**config.mk**
```make
export PLATFORM = sky130hd
export DESIGN_NAME = game_core
export DESIGN_NICKNAME = d
export VERILOG_FILES = /design/src/rtl/pong_pkg.sv /design/src/rtl/tick_divider.sv /design/src/rtl/game_core.sv
export SDC_FILE = /design/constraint.sdc
export NUM_CORES = 1
export LEC_CHECK = 0
export CORE_AREA = 2 2 82 84
export CTS_CLUSTER_DIAMETER = 100
export DETAILED_ROUTE_END_ITERATION = 6
export DIE_AREA = 0 0 84 86
export PLACE_DENSITY_LB_ADDON = 0.05
export SYNTH_ARGS = -nofsm -noshare
export SYNTH_HDL_FRONTEND = slang
export SYNTH_HIERARCHICAL = 1
export SYNTH_SLANG_ARGS = --single-unit
```
**constraint.sdc**
```tcl
create_clock -name clk -period 3.65 [get_ports clk]
set_clock_uncertainty 0.05 [all_clocks]
set_input_delay 0.73 -clock clk [delete_from_list [all_inputs] [get_ports clk]]
set_output_delay 0.73 -clock clk [all_outputs]
set_load 0.005 [all_outputs]
```
**src/rtl/pong_pkg.sv**
```systemverilog
// pong_pkg: state encoding, default geometry/timing constants and a counter-width helper
// shared by game_core and tick_divider.
package pong_pkg;

  typedef enum logic [2:0] {
    ST_IDLE     = 3'd0,
    ST_SERVE    = 3'd1,
    ST_PLAY     = 3'd2,
    ST_POINT    = 3'd3,
    ST_GAMEOVER = 3'd4
  } state_t;

  localparam int DEF_FIELD_W     = 32;
  localparam int DEF_FIELD_H     = 32;
  localparam int DEF_WIN_SCORE   = 9;
  localparam int DEF_STEP_TICKS  = 20;
  localparam int DEF_POINT_TICKS = 64;

  // A modulus of 1 still needs a one-bit register.
  function automatic int cnt_width(input int modulus);
    return (modulus > 1) ? $clog2(modulus) : 1;
  endfunction

endpackage

```
**src/rtl/tick_divider.sv**
```systemverilog
// tick_divider: counts enabled ticks 0..MODULUS-1 and flags the tick on which it wraps.
// Synchronous clear and active-low synchronous reset both return the count to zero.
module tick_divider
  import pong_pkg::*;
#(
  parameter int MODULUS = DEF_STEP_TICKS
) (
  input  logic clk,
  input  logic reset,
  input  logic i_clear,
  input  logic i_en,
  output logic o_wrap
);

  localparam int            CW   = cnt_width(MODULUS);
  localparam logic [CW-1:0] TERM = CW'(MODULUS - 1);
  localparam logic [CW-1:0] ONE  = CW'(1);

  logic [CW-1:0] r_cnt;
  logic          w_term;

  assign w_term = (r_cnt == TERM);
  assign o_wrap = i_en && w_term;

  always_ff @(posedge clk) begin
    if (!reset) begin
      r_cnt <= '0;
    end else if (i_clear) begin
      r_cnt <= '0;
    end else if (i_en) begin
      r_cnt <= w_term ? '0 : r_cnt + ONE;
    end
  end

endmodule

```
**src/rtl/game_core.sv**
```systemverilog
// game_core: pong ball/score engine.
// IDLE wait start | SERVE ball loaded, wait tick | PLAY ball stepping | POINT hold out flag | GAMEOVER frozen
module game_core
  import pong_pkg::*;
#(
  parameter int FIELD_W     = DEF_FIELD_W,
  parameter int FIELD_H     = DEF_FIELD_H,
  parameter int WIN_SCORE   = DEF_WIN_SCORE,
  parameter int STEP_TICKS  = DEF_STEP_TICKS,
  parameter int POINT_TICKS = DEF_POINT_TICKS
) (
  input  logic                       clk,
  input  logic                       reset,
  input  logic                       tick,
  input  logic                       start,
  input  logic [4:0]                 entropy,
  input  logic [FIELD_H-1:0]         lpaddle,
  input  logic [FIELD_H-1:0]         rpaddle,
  output logic [$clog2(FIELD_W)-1:0] x,
  output logic [$clog2(FIELD_H)-1:0] y,
  output logic                       out_left,
  output logic                       out_right,
  output logic [3:0]                 score_p1,
  output logic [3:0]                 score_p2,
  output logic                       game_over,
  output logic                       winner
);

  localparam int XW = $clog2(FIELD_W);
  localparam int YW = $clog2(FIELD_H);

  localparam logic [XW-1:0] X_ONE = XW'(1);
  localparam logic [XW-1:0] X_TWO = XW'(2);
  localparam logic [XW-1:0] X_MID = XW'(FIELD_W / 2);
  localparam logic [XW-1:0] X_R1  = XW'(FIELD_W - 1);
  localparam logic [XW-1:0] X_R2  = XW'(FIELD_W - 2);
  localparam logic [XW-1:0] X_R3  = XW'(FIELD_W - 3);
  localparam logic [YW-1:0] Y_ONE = YW'(1);
  localparam logic [YW-1:0] Y_MID = YW'(FIELD_H / 2);
  localparam logic [YW-1:0] Y_T1  = YW'(FIELD_H - 1);
  localparam logic [YW-1:0] Y_T2  = YW'(FIELD_H - 2);
  localparam logic [3:0]    WIN   = 4'(WIN_SCORE);
  localparam logic [3:0]    S_ONE = 4'd1;

  state_t        r_state;
  state_t        w_state_nxt;

  logic [XW-1:0] r_x;
  logic [YW-1:0] r_y;
  logic          r_dx_neg;
  logic          r_dy_neg;
  logic          r_serve_left;
  logic [3:0]    r_score_p1;
  logic [3:0]    r_score_p2;
  logic          r_out_left;
  logic          r_out_right;
  logic          r_game_over;
  logic          r_winner;

  logic          w_step;
  logic          w_point_wrap;
  logic          w_serve_load;
  logic          w_restart;
  logic          w_point_done;
  logic          w_game_won;
  logic [YW-1:0] w_serve_y;

  logic [XW-1:0] w_x_nxt;
  logic [YW-1:0] w_y_nxt;
  logic          w_dx_neg_nxt;
  logic          w_dy_neg_nxt;
  logic          w_miss_l;
  logic          w_miss_r;

  tick_divider #(.MODULUS(STEP_TICKS)) u_step_div (
    .clk     (clk),
    .reset   (reset),
    .i_clear (w_serve_load),
    .i_en    (tick && (r_state == ST_PLAY)),
    .o_wrap  (w_step)
  );

  tick_divider #(.MODULUS(POINT_TICKS)) u_point_div (
    .clk     (clk),
    .reset   (reset),
    .i_clear (w_step),
    .i_en    (tick && (r_state == ST_POINT)),
    .o_wrap  (w_point_wrap)
  );

  assign w_serve_y  = YW'({1'b0, entropy} % 6'(FIELD_H));
  assign w_game_won = (r_score_p1 == WIN) || (r_score_p2 == WIN);

  // Paddle hit uses the pre-step row; vertical reflection applies in the same step.
  always_comb begin
    w_y_nxt      = r_dy_neg ? (r_y - Y_ONE) : (r_y + Y_ONE);
    w_dy_neg_nxt = r_dy_neg;
    if (r_dy_neg && (r_y == '0)) begin
      w_y_nxt      = Y_ONE;
      w_dy_neg_nxt = 1'b0;
    end else if (!r_dy_neg && (r_y == Y_T1)) begin
      w_y_nxt      = Y_T2;
      w_dy_neg_nxt = 1'b1;
    end

    w_x_nxt      = r_dx_neg ? (r_x - X_ONE) : (r_x + X_ONE);
    w_dx_neg_nxt = r_dx_neg;
    w_miss_l     = 1'b0;
    w_miss_r     = 1'b0;
    if (r_dx_neg && (r_x == X_ONE)) begin
      if (lpaddle[r_y]) begin
        w_x_nxt      = X_TWO;
        w_dx_neg_nxt = 1'b0;
      end else begin
        w_x_nxt  = '0;
        w_miss_l = 1'b1;
      end
    end else if (!r_dx_neg && (r_x == X_R2)) begin
      if (rpaddle[r_y]) begin
        w_x_nxt      = X_R3;
        w_dx_neg_nxt = 1'b1;
      end else begin
        w_x_nxt  = X_R1;
        w_miss_r = 1'b1;
      end
    end
  end

  always_ff @(posedge clk) begin
    if (!reset) r_state <= ST_IDLE;
    else        r_state <= w_state_nxt;
  end

  always_comb begin
    w_state_nxt  = r_state;
    w_serve_load = 1'b0;
    w_restart    = 1'b0;
    w_point_done = 1'b0;
    case (r_state)
      ST_IDLE: begin
        if (start) begin
          w_state_nxt  = ST_SERVE;
          w_serve_load = 1'b1;
        end
      end
      ST_SERVE: begin
        if (tick) w_state_nxt = ST_PLAY;
      end
      ST_PLAY: begin
        if (w_step && (w_miss_l || w_miss_r)) w_state_nxt = ST_POINT;
      end
      ST_POINT: begin
        if (w_point_wrap) begin
          w_point_done = 1'b1;
          if (w_game_won) begin
            w_state_nxt = ST_GAMEOVER;
          end else begin
            w_state_nxt  = ST_SERVE;
            w_serve_load = 1'b1;
          end
        end
      end
      ST_GAMEOVER: begin
        if (start) begin
          w_state_nxt  = ST_SERVE;
          w_serve_load = 1'b1;
          w_restart    = 1'b1;
        end
      end
      default: w_state_nxt = ST_IDLE;
    endcase
  end

  always_ff @(posedge clk) begin
    if (!reset) begin
      r_x          <= X_MID;
      r_y          <= Y_MID;
      r_dx_neg     <= 1'b0;
      r_dy_neg     <= 1'b0;
      r_serve_left <= 1'b0;
      r_score_p1   <= '0;
      r_score_p2   <= '0;
      r_out_left   <= 1'b0;
      r_out_right  <= 1'b0;
      r_game_over  <= 1'b0;
      r_winner     <= 1'b0;
    end else begin
      if (w_serve_load) begin
        r_x      <= X_MID;
        r_y      <= w_serve_y;
        r_dy_neg <= ~entropy[0];
        r_dx_neg <= w_restart ? 1'b0 : r_serve_left;
      end
      if (w_restart) begin
        r_score_p1   <= '0;
        r_score_p2   <= '0;
        r_game_over  <= 1'b0;
        r_winner     <= 1'b0;
        r_serve_left <= 1'b0;
      end
      if (w_step) begin
        r_x      <= w_x_nxt;
        r_y      <= w_y_nxt;
        r_dx_neg <= w_dx_neg_nxt;
        r_dy_neg <= w_dy_neg_nxt;
        if (w_miss_l) begin
          if (r_score_p2 < WIN) r_score_p2 <= r_score_p2 + S_ONE;
          r_out_left   <= 1'b1;
          r_serve_left <= 1'b1;
        end
        if (w_miss_r) begin
          if (r_score_p1 < WIN) r_score_p1 <= r_score_p1 + S_ONE;
          r_out_right  <= 1'b1;
          r_serve_left <= 1'b0;
        end
      end
      if (w_point_done) begin
        r_out_left  <= 1'b0;
        r_out_right <= 1'b0;
        if (w_game_won) begin
          r_game_over <= 1'b1;
          r_winner    <= (r_score_p2 == WIN);
        end
      end
    end
  end

  assign x         = r_x;
  assign y         = r_y;
  assign out_left  = r_out_left;
  assign out_right = r_out_right;
  assign score_p1  = r_score_p1;
  assign score_p2  = r_score_p2;
  assign game_over = r_game_over;
  assign winner    = r_winner;

endmodule
```
==> key figures <==
Drt
  – Routed wl met3: 505 µm
  – Avg WL per Cell: 14.87 µm
  – M1 wire length: 3520 µm
  – Top routing layer in use: met4
  – Drt total wl: 7597 µm
  – Vias/cell: 5.597
  – Initial drt markers: 126
  – DR WL met2: 3478 µm
  – Vias: 2,860
  – Detail Route Antenna Nets: 0
  – Router iterations before antenna repair: 4
  – # DRC: 0

Cells and area
  – Layout area overhead: 35.87%
  – Non-Filler Cell Area, Final: 3981 µm²
  – Register area: 780.7 µm²
  – Fill cell count: 572
  – Layout net count: 522
  – Share of cells above drive strength 1: 5.991%
  – Area of the multi-input gates: 1992 µm²
  – Inserted Diodes: 0

Synthesis
  – Main synth FF type: dfxtp_1
  – Mean Syn Cell Area: 8.445 µm²
  – Mapped Area: 2930 µm²
  – Syn Inst Count: 347
  – Syn nets: 436
  – Ys async rst share: 0%
  – Yosys warnings: 6
  – #FFs+latches synth: 39
  – Post-synthesis cell type count: 61
  – Post-synthesis sequential area ratio: 26.64%
  – EDFF count, synth: 0

CTS
  – Post-CTS setup buffer count: 0
  – Root buffer cell: clkbuf_8
  – Bufs on Longest Clock Path: 2
  – Clk sinks: 39
  – CTS clock-pin slew for the worst setup and hold paths: 0.08 ns
  – Num CTS Buffers: 5
  – CTS tree: done
  – Htree depth: 2
  – Hold Buf Count CTS: 0
  – Clk_lat worst skew: 0.29 ns
  – CTS resizes: 0

STA
  – Final setup vio count: 0
  – Max transition margin: 57.85%
  – Worst-margin pin slew: 0.6302 ns
  – Tcrit/Tclk final: 82.29%
  – Slew Limit Fails: 0
  – Fin. Hold Viols: 0
  – RSZ-0062 raised after global routing: no
  – Setup_tns: 0 ns
  – Tmin final: 3.004 ns
  – Fmax achieved: 0.3329 GHz

GRT
  – Largest net degree at the start of global routing: 32
  – Total gr overflow: 0
  – Initial antenna violation count: 0
  – First-pass GRT wire length: 12,630 µm
  – Gr usage total: 21.38%
  – Vias in the first global route: 2,704

Worst setup path
  – Crit. End Element: flop
  – CP required: 3.80 ns
  – Crit path kind: in -> reg
  – Crit-path max FO: 8
  – CP startpoint kind: input pin
  – Crit path cell chain: clkdlybuf4s50_1 -> and3_1 -> nand4_1 -> nor2_1 -> nand3_1 -> o21ai_1 -> nand2b_1 -> a21oi_1 -> a211oi_1
  – Worst Path Arrival: 3.15 ns
  – Crit-path max cell delay: 0.53 ns
  – CP max stage cell: clkdlybuf4s50_1

Outcome
  – Status: completed

Placement
  – Detailed Place HPWL: 5915 µm
  – Port bufs: 94
  – Placer Congestion: 0.8433
  – Cell Area, Placed: 3896 µm²

Floorplan
  – # IOs: 95
  – Core Box Area: 6277 µm²
  – Die W: 84 µm
  – Starting density of the core: 46.68%
  – Die height: 86 µm
  – # rows: 29
  – DIE AREA: 7224 µm²

Pwr
  – Leakage: 0.001473 µW
  – Power per cell area: 425.6 nW/µm²
  – Peak supply drop: 0.2996 mV

Hold path
  – Hold crit path type: reg -> reg

Run
  – Max-Cap Viols: 0
-- metrics by stage --
step | setup slack [ns] | hold slack, ns | util (%) | power (µW) | std cells
2_1_floorplan | 1.068 | 0.3899 | - | 1198 | 347
3_3_place_gp | 0.4992 | 0.3971 | 62.07 | 1411 | 503
3_5_place_dp | 0.3801 | 0.4020 | 62.07 | 1417 | 503
4_1_cts | 0.6763 | 0.4166 | 63.42 | 1710 | 511
5_1_grt | 0.3840 | 0.4497 | 63.42 | 1820 | 511
6_report | 0.6464 | 0.4127 | 63.42 | 1695 | 511
-- where the power goes --
| group | switching, µW | internal, µW |
|---|---|---|
| Clock | 156 | 134 |
| Combinational | 402 | 434 |
| Sequential | 105 | 463 |
-- sequential cells by signal (all words and copies together) (netlist names) --
| name | flops |
|---|---|
| out_right | 1 |
| game_over | 1 |
| out_left | 1 |
| winner | 1 |
| r_dx_neg | 1 |
| score_p1 | 4 |
| u_step_div/r_cnt | 5 |
| r_state | 3 |
| x | 5 |
| u_point_div/r_cnt | 6 |
| y | 5 |
| r_serve_left | 1 |
| score_p2 | 4 |
| r_dy_neg | 1 |
-- per-layer routing --
layer  up-vias  global-route usage (%)
met5         -                       0
met4         0                   5.132
met3         7                   5.871
met2        84                   35.56
met1      1325                   27.75
li1       1444                       -
-- logic make-up after synthesis --
kind of cell    count (synthesis)  synth area share [%]
compound gates                 91                 21.22
simple gates                  121                 21.90
flops                          39                 26.64
xor+xnor                       12                 3.587
buf+inv                        35                 5.380
fa+ha+maj                      16                 7.088
mux                            33                 14.18
-- final timing paths --
kind                            depth (start not counted)        from       end  slack, ns
worst min register to register                          2    out_left  out_left       0.41
worst min-delay path                                    2    out_left  out_left       0.41
worst max register to register                          9  r_state[1]  r_dy_neg       0.85
worst max-delay path                                    9        tick  r_dy_neg       0.65
-- cell type report --
class / count / area share (%)
repair buffers: 97 / 24.20
flip-flops and latches: 39 / 19.61
multi-input cells: 273 / 50.03
clock buffers: 6 / 1.823
clock inverters: 2 / 0.3143
inverters: 17 / 1.603
well taps: 77 / 2.420
-- cells in the mapped netlist (5+ instances only) --
library cell,n,area share (%)
dfxtp_1,39,27
a21oi_1,31,5.3
nand2_1,30,3.8
mux2i_1,25,8.5
nor2_1,21,2.7
inv_1,17,2.2
ha_1,15,6.4
nand3_1,14,2.4
o21ai_0,11,1.9
nand4_1,9,1.9
clkbuf_1,8,1.0
nand2b_1,7,1.5
nor2b_1,7,1.5
a22oi_1,6,1.5
a31oi_1,6,1.3
buf_2,6,1.0
xnor2_1,6,1.8
xor2_1,6,1.8
a211oi_1,5,1.3
a21o_1,5,1.3
-- cells in the final DEF, fill, tap and decap left out, types with 3 or more instances in the layout --
master           count
a211oi_1             5
a21o_1               5
a21oi_1             31
a22oi_1              6
a31oi_1              6
and2_1               3
and3_1               3
buf_4                3
clkbuf_8             5
clkdlybuf4s50_1     94
dfxtp_1             39
ha_1                15
inv_1               17
mux2i_1             25
mux4_2               4
nand2_1             30
nand2b_1             7
nand3_1             14
nand3b_1             4
nand4_1              9
nand4b_1             4
nor2_1              21
nor2b_1              7
nor3_1               4
o211a_1              3
o21ai_0             11
o22ai_1              3
xnor2_1              6
xor2_1               6
-- critical path: cells and delay by family --
kind | cells | cell delay, ns
and+or+nand+nor | 5 | 1.21
AOI/OAI and AO/OA | 3 | 0.68
buffers and inverters | 1 | 0.53
Power figures use the tool's default switching activity.
